## src/rtl/processing_unit_param.sv

```systemverilog
// Parametrised RISC MCU datapath: register file, PC, IR, address register, two read buses,
// write-back bus, ALU and flags. Define PU_FLAGS_EXT_EN to add the C and N flags (Z-only otherwise).
module processing_unit_param #(
    parameter int DATA_W   = 8,
    parameter int WORD_W   = 10,
    parameter int ADDR_W   = 8,
    parameter int OP_W     = 4,
    parameter int NUM_REGS = 4,
    localparam int SEL1_W  = $clog2(NUM_REGS + 1)
) (
    input  logic                       clk,
    input  logic                       rst_n,
    input  logic [WORD_W-1:0]          mem_word,
    input  logic [ADDR_W-1:0]          address_decoded,
    input  logic [DATA_W-1:0]          constant_decoded,
    input  logic [NUM_REGS-1:0]        load_reg,
    input  logic                       load_pc,
    input  logic                       inc_pc,
    input  logic                       load_ir,
    input  logic                       load_add_r,
    input  logic                       load_flags,
    input  logic [SEL1_W-1:0]          sel_bus_1a,
    input  logic [SEL1_W-1:0]          sel_bus_1b,
    input  logic [2:0]                 sel_bus_2,
    output logic [WORD_W-1:0]          instruction,
    output logic [ADDR_W-1:0]          address,
    output logic [ADDR_W-1:0]          pc_count,
    output logic [DATA_W-1:0]          bus_1a,
    output logic [DATA_W-1:0]          bus_1b,
    output logic [NUM_REGS*DATA_W-1:0] reg_file_out,
    output logic                       zflag,
    output logic                       cflag,
    output logic                       nflag
);

    localparam logic [OP_W-1:0] OP_ADD = OP_W'(1);
    localparam logic [OP_W-1:0] OP_SUB = OP_W'(2);
    localparam logic [OP_W-1:0] OP_AND = OP_W'(3);
    localparam logic [OP_W-1:0] OP_NOT = OP_W'(4);
    localparam logic [OP_W-1:0] OP_OR  = OP_W'(5);
    localparam logic [OP_W-1:0] OP_XOR = OP_W'(6);
    localparam logic [OP_W-1:0] OP_SHL = OP_W'(7);
    localparam logic [OP_W-1:0] OP_SHR = OP_W'(8);

    logic [DATA_W-1:0] regs [NUM_REGS];
    logic [ADDR_W-1:0] pc;
    logic [WORD_W-1:0] ir;
    logic [ADDR_W-1:0] addr_r;
    logic [WORD_W-1:0] bus_2;
    logic [OP_W-1:0]   opcode;
    logic [DATA_W:0]   alu_wide;
    logic [DATA_W-1:0] alu_result;
    logic              alu_carry;

    assign opcode      = ir[WORD_W-1 -: OP_W];
    assign instruction = ir;
    assign address     = addr_r;
    assign pc_count    = pc;

    // Select codes past the register count read the PC, then zero.
    always_comb begin
        bus_1a = '0;
        if (sel_bus_1a == SEL1_W'(NUM_REGS))
            bus_1a = DATA_W'(pc);
        for (int i = 0; i < NUM_REGS; i++)
            if (sel_bus_1a == SEL1_W'(i))
                bus_1a = regs[i];
    end

    always_comb begin
        bus_1b = '0;
        if (sel_bus_1b == SEL1_W'(NUM_REGS))
            bus_1b = DATA_W'(pc);
        for (int i = 0; i < NUM_REGS; i++)
            if (sel_bus_1b == SEL1_W'(i))
                bus_1b = regs[i];
    end

    // Bit DATA_W of alu_wide carries the carry/borrow/shifted-out bit.
    always_comb begin
        alu_wide = '0;
        case (opcode)
            OP_ADD:  alu_wide = {1'b0, bus_1b} + {1'b0, bus_1a};
            OP_SUB:  alu_wide = {1'b0, bus_1b} - {1'b0, bus_1a};
            OP_AND:  alu_wide = {1'b0, bus_1b & bus_1a};
            OP_NOT:  alu_wide = {1'b0, ~bus_1a};
            OP_OR:   alu_wide = {1'b0, bus_1b | bus_1a};
            OP_XOR:  alu_wide = {1'b0, bus_1b ^ bus_1a};
            OP_SHL:  alu_wide = {bus_1b, 1'b0};
            OP_SHR:  alu_wide = {bus_1b[0], 1'b0, bus_1b[DATA_W-1:1]};
            default: alu_wide = '0;
        endcase
    end

    assign alu_result = alu_wide[DATA_W-1:0];
    assign alu_carry  = alu_wide[DATA_W];

    always_comb begin
        bus_2 = '0;
        case (sel_bus_2)
            3'd0:    bus_2 = WORD_W'(alu_result);
            3'd1:    bus_2 = WORD_W'(bus_1a);
            3'd2:    bus_2 = mem_word;
            3'd3:    bus_2 = WORD_W'(address_decoded);
            3'd4:    bus_2 = WORD_W'(constant_decoded);
            3'd5:    bus_2 = WORD_W'(bus_1b);
            default: bus_2 = '0;
        endcase
    end

    always_ff @(posedge clk or negedge rst_n) begin
        if (!rst_n) begin
            for (int i = 0; i < NUM_REGS; i++)
                regs[i] <= '0;
        end else begin
            for (int i = 0; i < NUM_REGS; i++)
                if (load_reg[i])
                    regs[i] <= bus_2[DATA_W-1:0];
        end
    end

    always_comb begin
        reg_file_out = '0;
        for (int i = 0; i < NUM_REGS; i++)
            reg_file_out[i*DATA_W +: DATA_W] = regs[i];
    end

    always_ff @(posedge clk or negedge rst_n) begin
        if (!rst_n) begin
            pc     <= '0;
            ir     <= '0;
            addr_r <= '0;
        end else begin
            if (load_pc)
                pc <= bus_2[ADDR_W-1:0];
            else if (inc_pc)
                pc <= pc + ADDR_W'(1);
            if (load_ir)
                ir <= bus_2;
            if (load_add_r)
                addr_r <= bus_2[ADDR_W-1:0];
        end
    end

`ifdef PU_FLAGS_EXT_EN
    always_ff @(posedge clk or negedge rst_n) begin
        if (!rst_n) begin
            zflag <= 1'b0;
            cflag <= 1'b0;
            nflag <= 1'b0;
        end else if (load_flags) begin
            zflag <= (alu_result == '0);
            cflag <= alu_carry;
            nflag <= alu_result[DATA_W-1];
        end
    end
`else
    logic carry_unused;
    assign carry_unused = alu_carry;
    assign cflag        = 1'b0;
    assign nflag        = 1'b0;

    always_ff @(posedge clk or negedge rst_n) begin
        if (!rst_n)
            zflag <= 1'b0;
        else if (load_flags)
            zflag <= (alu_result == '0);
    end
`endif

endmodule

```

## config.mk

```make
export PLATFORM = sky130hd
export DESIGN_NAME = processing_unit_param
export DESIGN_NICKNAME = d
export VERILOG_FILES = /design/src/rtl/processing_unit_param.sv
export SDC_FILE = /design/constraint.sdc
export NUM_CORES = 1
export LEC_CHECK = 0
export CORE_ASPECT_RATIO = 1.2
export CORE_MARGIN = 5
export CORE_UTILIZATION = 55
export CTS_BUF_LIST = sky130_fd_sc_hd__clkbuf_4
export DETAILED_ROUTE_END_ITERATION = 8
export PLACE_DENSITY = 0.93
export SYNTH_ARGS = -nofsm -noshare
export SYNTH_HDL_FRONTEND = slang
export SYNTH_SLANG_ARGS = --single-unit
```

## constraint.sdc

```tcl
create_clock -name clk -period 8.44 [get_ports clk]
set_input_delay 1.688 -clock clk [delete_from_list [all_inputs] [get_ports clk]]
set_output_delay 1.688 -clock clk [all_outputs]
set_load 0.005 [all_outputs]
```

==> impl_metrics.yaml, run 1 <==
detailed_routing:
  wire_per_inst_um: 23.25
  dr.pass1.iters: 5
  via_per_inst: 6.514
  drt_iter0_drc: 363
  drtAntennaViolNets: 0
  route.vias.total: 4794
  wirelength_um: 17110
  remaining_drc_errors: 0
yosys:
  synth_flop_cell: "dfrtp_1"
  synth.top_cell.area_share_pct: 31.97
  synthArstFlopShare_pct: 100.0
  synth_area_leader_cell: "dfrtp_1"
  synth.avg_cell_area_um2: 9.055
  synth-edff-count: 0
  synth_area_um2: 4618
  synth_warnings: 0
  ys_types: 64
  synthTopCellsByArea: "dfrtp_1, mux2_2, ha_1"
  ys_seq_elements: 59
  synth_seq_area_share_pct: 31.97
  syn_inst: 510
critical_path:
  end_kind: "flip-flop"
  worstSetupPathType: "in2reg"
  arrival_ps: 7000
  required_ps: 8820
  cp-start-kind: "input pin"
  crit_fanout: 19
sta:
  finalSetupViolCount: 0
  fin_crit_ps: 6620
  worst_slack_ps: 1820
  worst_pin_slew_ps: 1004
  fin_setup_tns_ps: 0
  fin_skew_ps: 9.287
  fmax_ghz: 0.1511
  rsz0062_at_grt: "no"
  period_share_pct: 78.43
  hold_viol_final: 0
  slew_violations: 0
  maxSlewHeadroom_pct: 32.85
placed_design:
  io_buffer_count: 120
  dp_worst_setup_slack_ps: 1595
  hpwl_um: 12370
  gp_congestion: 1.041
  placed_area_um2: 5834
clock_network:
  cts_hold_buf: 0
  cts_tree: "built"
  cts_made_buffers: 9
  clock_latency_ps: 440
  clk_path_buf_depth: 2
  postCtsSetupBuffers: 0
  root_buffer: "clkbuf_4"
  post_cts_resized: 0
  cts.reportedPaths.clkPinSlew_ps: 110
  cts.sinks: 59
  htreeDepth: 3
floorplanning:
  initial_utilization_pct: 56.65
  io_pins: 123
  num_rows: 36
  fp.coreArea_um2: 8153
  die_area_um2: 10340
  die_height_um: 110.4
  die_x_um: 93.65
global_route:
  grt_max_degree: 60
  antenna_found_initial: 0
  overflow: 0
  grt_pass1_vias: 4904
  grt_pass1_wl_um: 26550
  grt_usage_pct: 33.95
flow_run:
  drv_cap: 0
worst_hold_path:
  hp-class: "reg2reg"
layout:
  final_common_cell: "clkdlybuf4s50_1"
  fillers: 544
  drive_gt1_share_pct: 11.92
  fin_util_pct: 73.62
  area_growth_pct: 29.96
  fin_nets: 688
  mostFrequentLayoutCells: "clkdlybuf4s50_1, dfrtp_1, nor2_1"
  final_cell_area_um2: 6002
run_status:
  outcome: "finished clean"
power_and_ir_drop:
  powerDensity_nw_per_um2: 206.9
  vdd_ir_drop_max_v: 0.0001876
  p_leak_uw: 0.002522
final timing paths:
path	startpoint	end	slack, ps	cells after the start
min in group asynchronous	rst_n	instruction[1]	1400	2
max reg2reg	instruction[6]	reg_file_out[23]	3780	14
max in group asynchronous	rst_n	reg_file_out[16]	6530	2
min	instruction[1]	instruction[1]	530	1
max	sel_bus_1a[0]	reg_file_out[23]	1820	18
min reg2reg	instruction[1]	instruction[1]	530	1
where the power goes:
| group | total [µW] | switching, µW | internal [µW] |
|---|---|---|---|
| sequential | 402 | 71.3 | 330 |
| combinational | 596 | 301 | 295 |
| clock | 244 | 120 | 124 |
| total | 1240 | 492 | 749 |
synth_stat cells (all sizes together), types with 4 or more instances:
cell and instances:
o22ai 14, mux2 33, nand3 13, nand2b 5, a211oi 8, nand2 33, a21oi 36, a22oi 7
o211ai 6, a31oi 6, clkbuf 20, buf 11, ha 25, o2bb2ai 4, o22a 7, o21ai 27
nor2b 8, a221oi 4, mux2i 29, dfrtp 59, nor3 11, xnor2 16, o31a 4, nor2 51
inv 26
worst max-delay path, cell delays in order:
cell             delay, ps
clkdlybuf4s50_1       1130
nor2b_1                220
o2bb2ai_1              190
a22o_1                 320
inv_1                  140
ha_1                   230
nor2_1                  80
xnor2_1                230
ha_1                   300
a21oi_1                200
a31oi_1                150
o41ai_1                770
nand3_1                180
a311o_1                360
o2111ai_1              110
nor2_2                  80
o21ai_2                340
mux2_2                 250
per-stage QoR:
step,hold WS (ps),power (µW),cells
after detailed placement,499.9,974.9,719
after floorplan,505.3,716.3,511
after global placement,495.0,957.3,719
after global routing,569.1,1304,735
final,533.5,1242,736
after CTS,535.3,1226,735
cell families after synthesis:
group	count (synthesis)	synth area share, %
compound gates	145	22.08
xor+xnor	19	3.603
fa+ha+maj	26	7.207
buf+inv	57	5.662
flops	59	31.97
mux	63	14.82
other cells	1	0.08120
simple gates	140	14.58
cell type report:
| cell class | count | area, µm² | area share (%) |
|---|---|---|---|
| clock buffers | 10 | 75.07 | 1.251 |
| multi-input cells | 395 | 2884 | 48.05 |
| flip-flops and latches | 59 | 1476 | 24.60 |
| diodes | 1 | 2.502 | 0.04169 |
| well taps | 114 | 142.6 | 2.376 |
| inverters | 26 | 97.59 | 1.626 |
| repair buffers | 125 | 1234 | 20.55 |
| clock inverters | 6 | 90.09 | 1.501 |
layer usage:
| layer | global-route usage, % | wire (µm) | up-vias |
|---|---|---|---|
| met3 | 6.925 | 1701 | 88 |
| met4 | 18.68 | 913 | 0 |
| met2 | 58.41 | 8390 | 363 |
| li1 | - | - | 2074 |
| met5 | 0 | 0 | - |
| met1 | 39.70 | 6104 | 2269 |
flip-flops by register name, summed over array words and instances, names as in the netlist:
name / count
reg_file_out: 32
instruction: 10
address: 8
pc_count: 8
zflag: 1
Power figures use the tool's default switching activity.
==> run 2, diff against run 1 <==
Settings changed: CORE_UTILIZATION 55 to 51, PLACE_DENSITY 0.93 to 0.88.
Clock period 8.44 ns to 6.1 ns, I/O delays scaled along.
==> impl_metrics.yaml, run 2 (same netlist as run 1, synthesis figures left out) <==
detailed_routing:
  drtAntennaViolNets: 0
  wirelength_um: 16270
  wire_per_inst_um: 21.66
  via_per_inst: 6.254
  dr.pass1.iters: 6
  route.vias.total: 4697
  remaining_drc_errors: 0
  drt_iter0_drc: 228
global_route:
  grt_pass1_vias: 4655
  overflow: 0
  grt_usage_pct: 29.30
  grt_max_degree: 60
  antenna_found_initial: 0
  grt_pass1_wl_um: 25510
sta:
  finalSetupViolCount: 0
  rsz0062_at_grt: "no"
  fin_setup_tns_ps: 0
  maxSlewHeadroom_pct: 33.60
  slew_violations: 0
  period_share_pct: 91.93
  fin_crit_ps: 5608
  fin_skew_ps: 19.10
  hold_slack_ps: 512.1
  fmax_ghz: 0.1783
  hold_viol_final: 0
  worst_pin_slew_ps: 988.5
clock_network:
  htreeDepth: 3
  cts.reportedPaths.clkPinSlew_ps: 90
  cts_hold_buf: 0
  clock_latency_ps: 420
  clk_path_buf_depth: 2
  cts.sinks: 59
  post_cts_resized: 0
  postCtsSetupBuffers: 0
  cts_made_buffers: 9
  cts_tree: "built"
  root_buffer: "clkbuf_4"
floorplanning:
  die_height_um: 114.2
  initial_utilization_pct: 51.67
  io_pins: 123
  num_rows: 38
  fp.coreArea_um2: 8939
  die_x_um: 96.87
  die_area_um2: 11070
worst_hold_path:
  hold_depth: 1
  hp-class: "reg2reg"
  hold_end: "address[2]"
  hold_start: "address[2]"
critical_path:
  crit_fanout: 14
  r2r-end: "reg_file_out[15]"
  slowest_stage: "clkdlybuf4s50_1"
  max_stage_delay_ps: 900
  worstSetupPathType: "in2reg"
  cp-start-kind: "input pin"
  required_ps: 6450
  r2r.worst_path.cells: 15
  crit_chain: "clkdlybuf4s50_1, mux4_2, a22oi_4, inv_2, nor3_4, a21oi_1, xnor2_1, ha_1, nor3_1, nor2_1, o41ai_1, buf_4, or3_1, a311o_1, o2111ai_1, nor2_2, o21ai_2, mux2_2"
  path_delay_family: "compound AO/OA/AOI/OAI gates"
  end_kind: "flip-flop"
  reg2reg_slack_ps: 1720
  arrival_ps: 5950
  crit_buf_inv: 3
  rr_startpoint: "instruction[6]"
power_and_ir_drop:
  vdd_ir_drop_max_v: 0.0002061
  powerDensity_nw_per_um2: 269.7
  p_leak_uw: 0.002557
  power_uw: 1630
layout:
  area_growth_pct: 30.91
  num_antenna_cells: 0
  fin_nets: 700
  largest_reg_flops: 32
  drive_gt1_share_pct: 12.84
  multi_input_area_um2: 2884
  fillers: 732
  final_common_cell: "clkdlybuf4s50_1"
  seq_area_um2: 1476
  mostFrequentLayoutCells: "clkdlybuf4s50_1, dfrtp_1, nor2_1"
placed_design:
  hpwl_um: 12650
  io_buffer_count: 120
  gp_congestion: 1.064
flow_run:
  drv_cap: 0
run_status:
  outcome: "finished clean"
[run 2: routing by layer]
| layer | GRT usage, % | routed length, µm |
|---|---|---|
| met1 | 34.04 | 6124 |
| met2 | 51.61 | 8139 |
| met3 | 6.155 | 1247 |
| met4 | 14.04 | 758 |
| met5 | 0 | 0 |
[run 2: per-stage QoR]
step	instance area, µm²	instances	utilization, %	setup slack [ps]
floorplan	4622	511	-	1426
global placement	5932	737	66.36	339.5
detailed placement	5932	737	66.36	253.0
CTS	6046	751	67.64	680.8
global route	6046	751	67.64	329.6
finish	6046	751	67.64	492.2
[run 2: cell type report]
type                            count  share of cell area (%)
Multi-Input combinational cell    395                   47.70
Sequential cell                    59                   24.42
Clock inverter                      5                  0.7657
Timing Repair Buffer              137                   21.90
Clock buffer                        9                   1.118
Tap cell                          120                   2.483
Inverter                           26                   1.614
[run 2: worst register-to-register path, cell delays in order (launching register included)]
cell       delay [ps]
dfrtp_1           580
nand2b_1          260
nor3_1            770
nor2_1            120
xnor2_1           190
ha_1              320
nand3b_1          100
a31oi_1           250
o41ai_1           130
buf_4             170
or3_1             320
a311o_1           340
o2111ai_1         100
nor2_2            100
o21ai_2           350
mux2_2            230
[run 2: worst max-delay path by stage]
| stage | from | end | slack, ps | cells past startpoint |
|---|---|---|---|---|
| 6_report | sel_bus_1a[0] | reg_file_out[15] | 490 | 18 |
| 2_1_floorplan | sel_bus_1a[0] | instruction[7] | 1430 | 19 |
| 4_1_cts | sel_bus_1a[0] | reg_file_out[15] | 680 | 18 |
| 3_3_place_gp | sel_bus_1a[0] | reg_file_out[15] | 340 | 18 |
| 3_5_place_dp | sel_bus_1a[0] | instruction[7] | 250 | 18 |
| 5_1_grt | sel_bus_1a[0] | pc_count[7] | 330 | 19 |
[run 2: power breakdown]
part	switching, µW	internal [µW]	total [µW]
registers	94.2	457	552
logic	400	425	824
clock network	139	116	254
total	633	998	1630
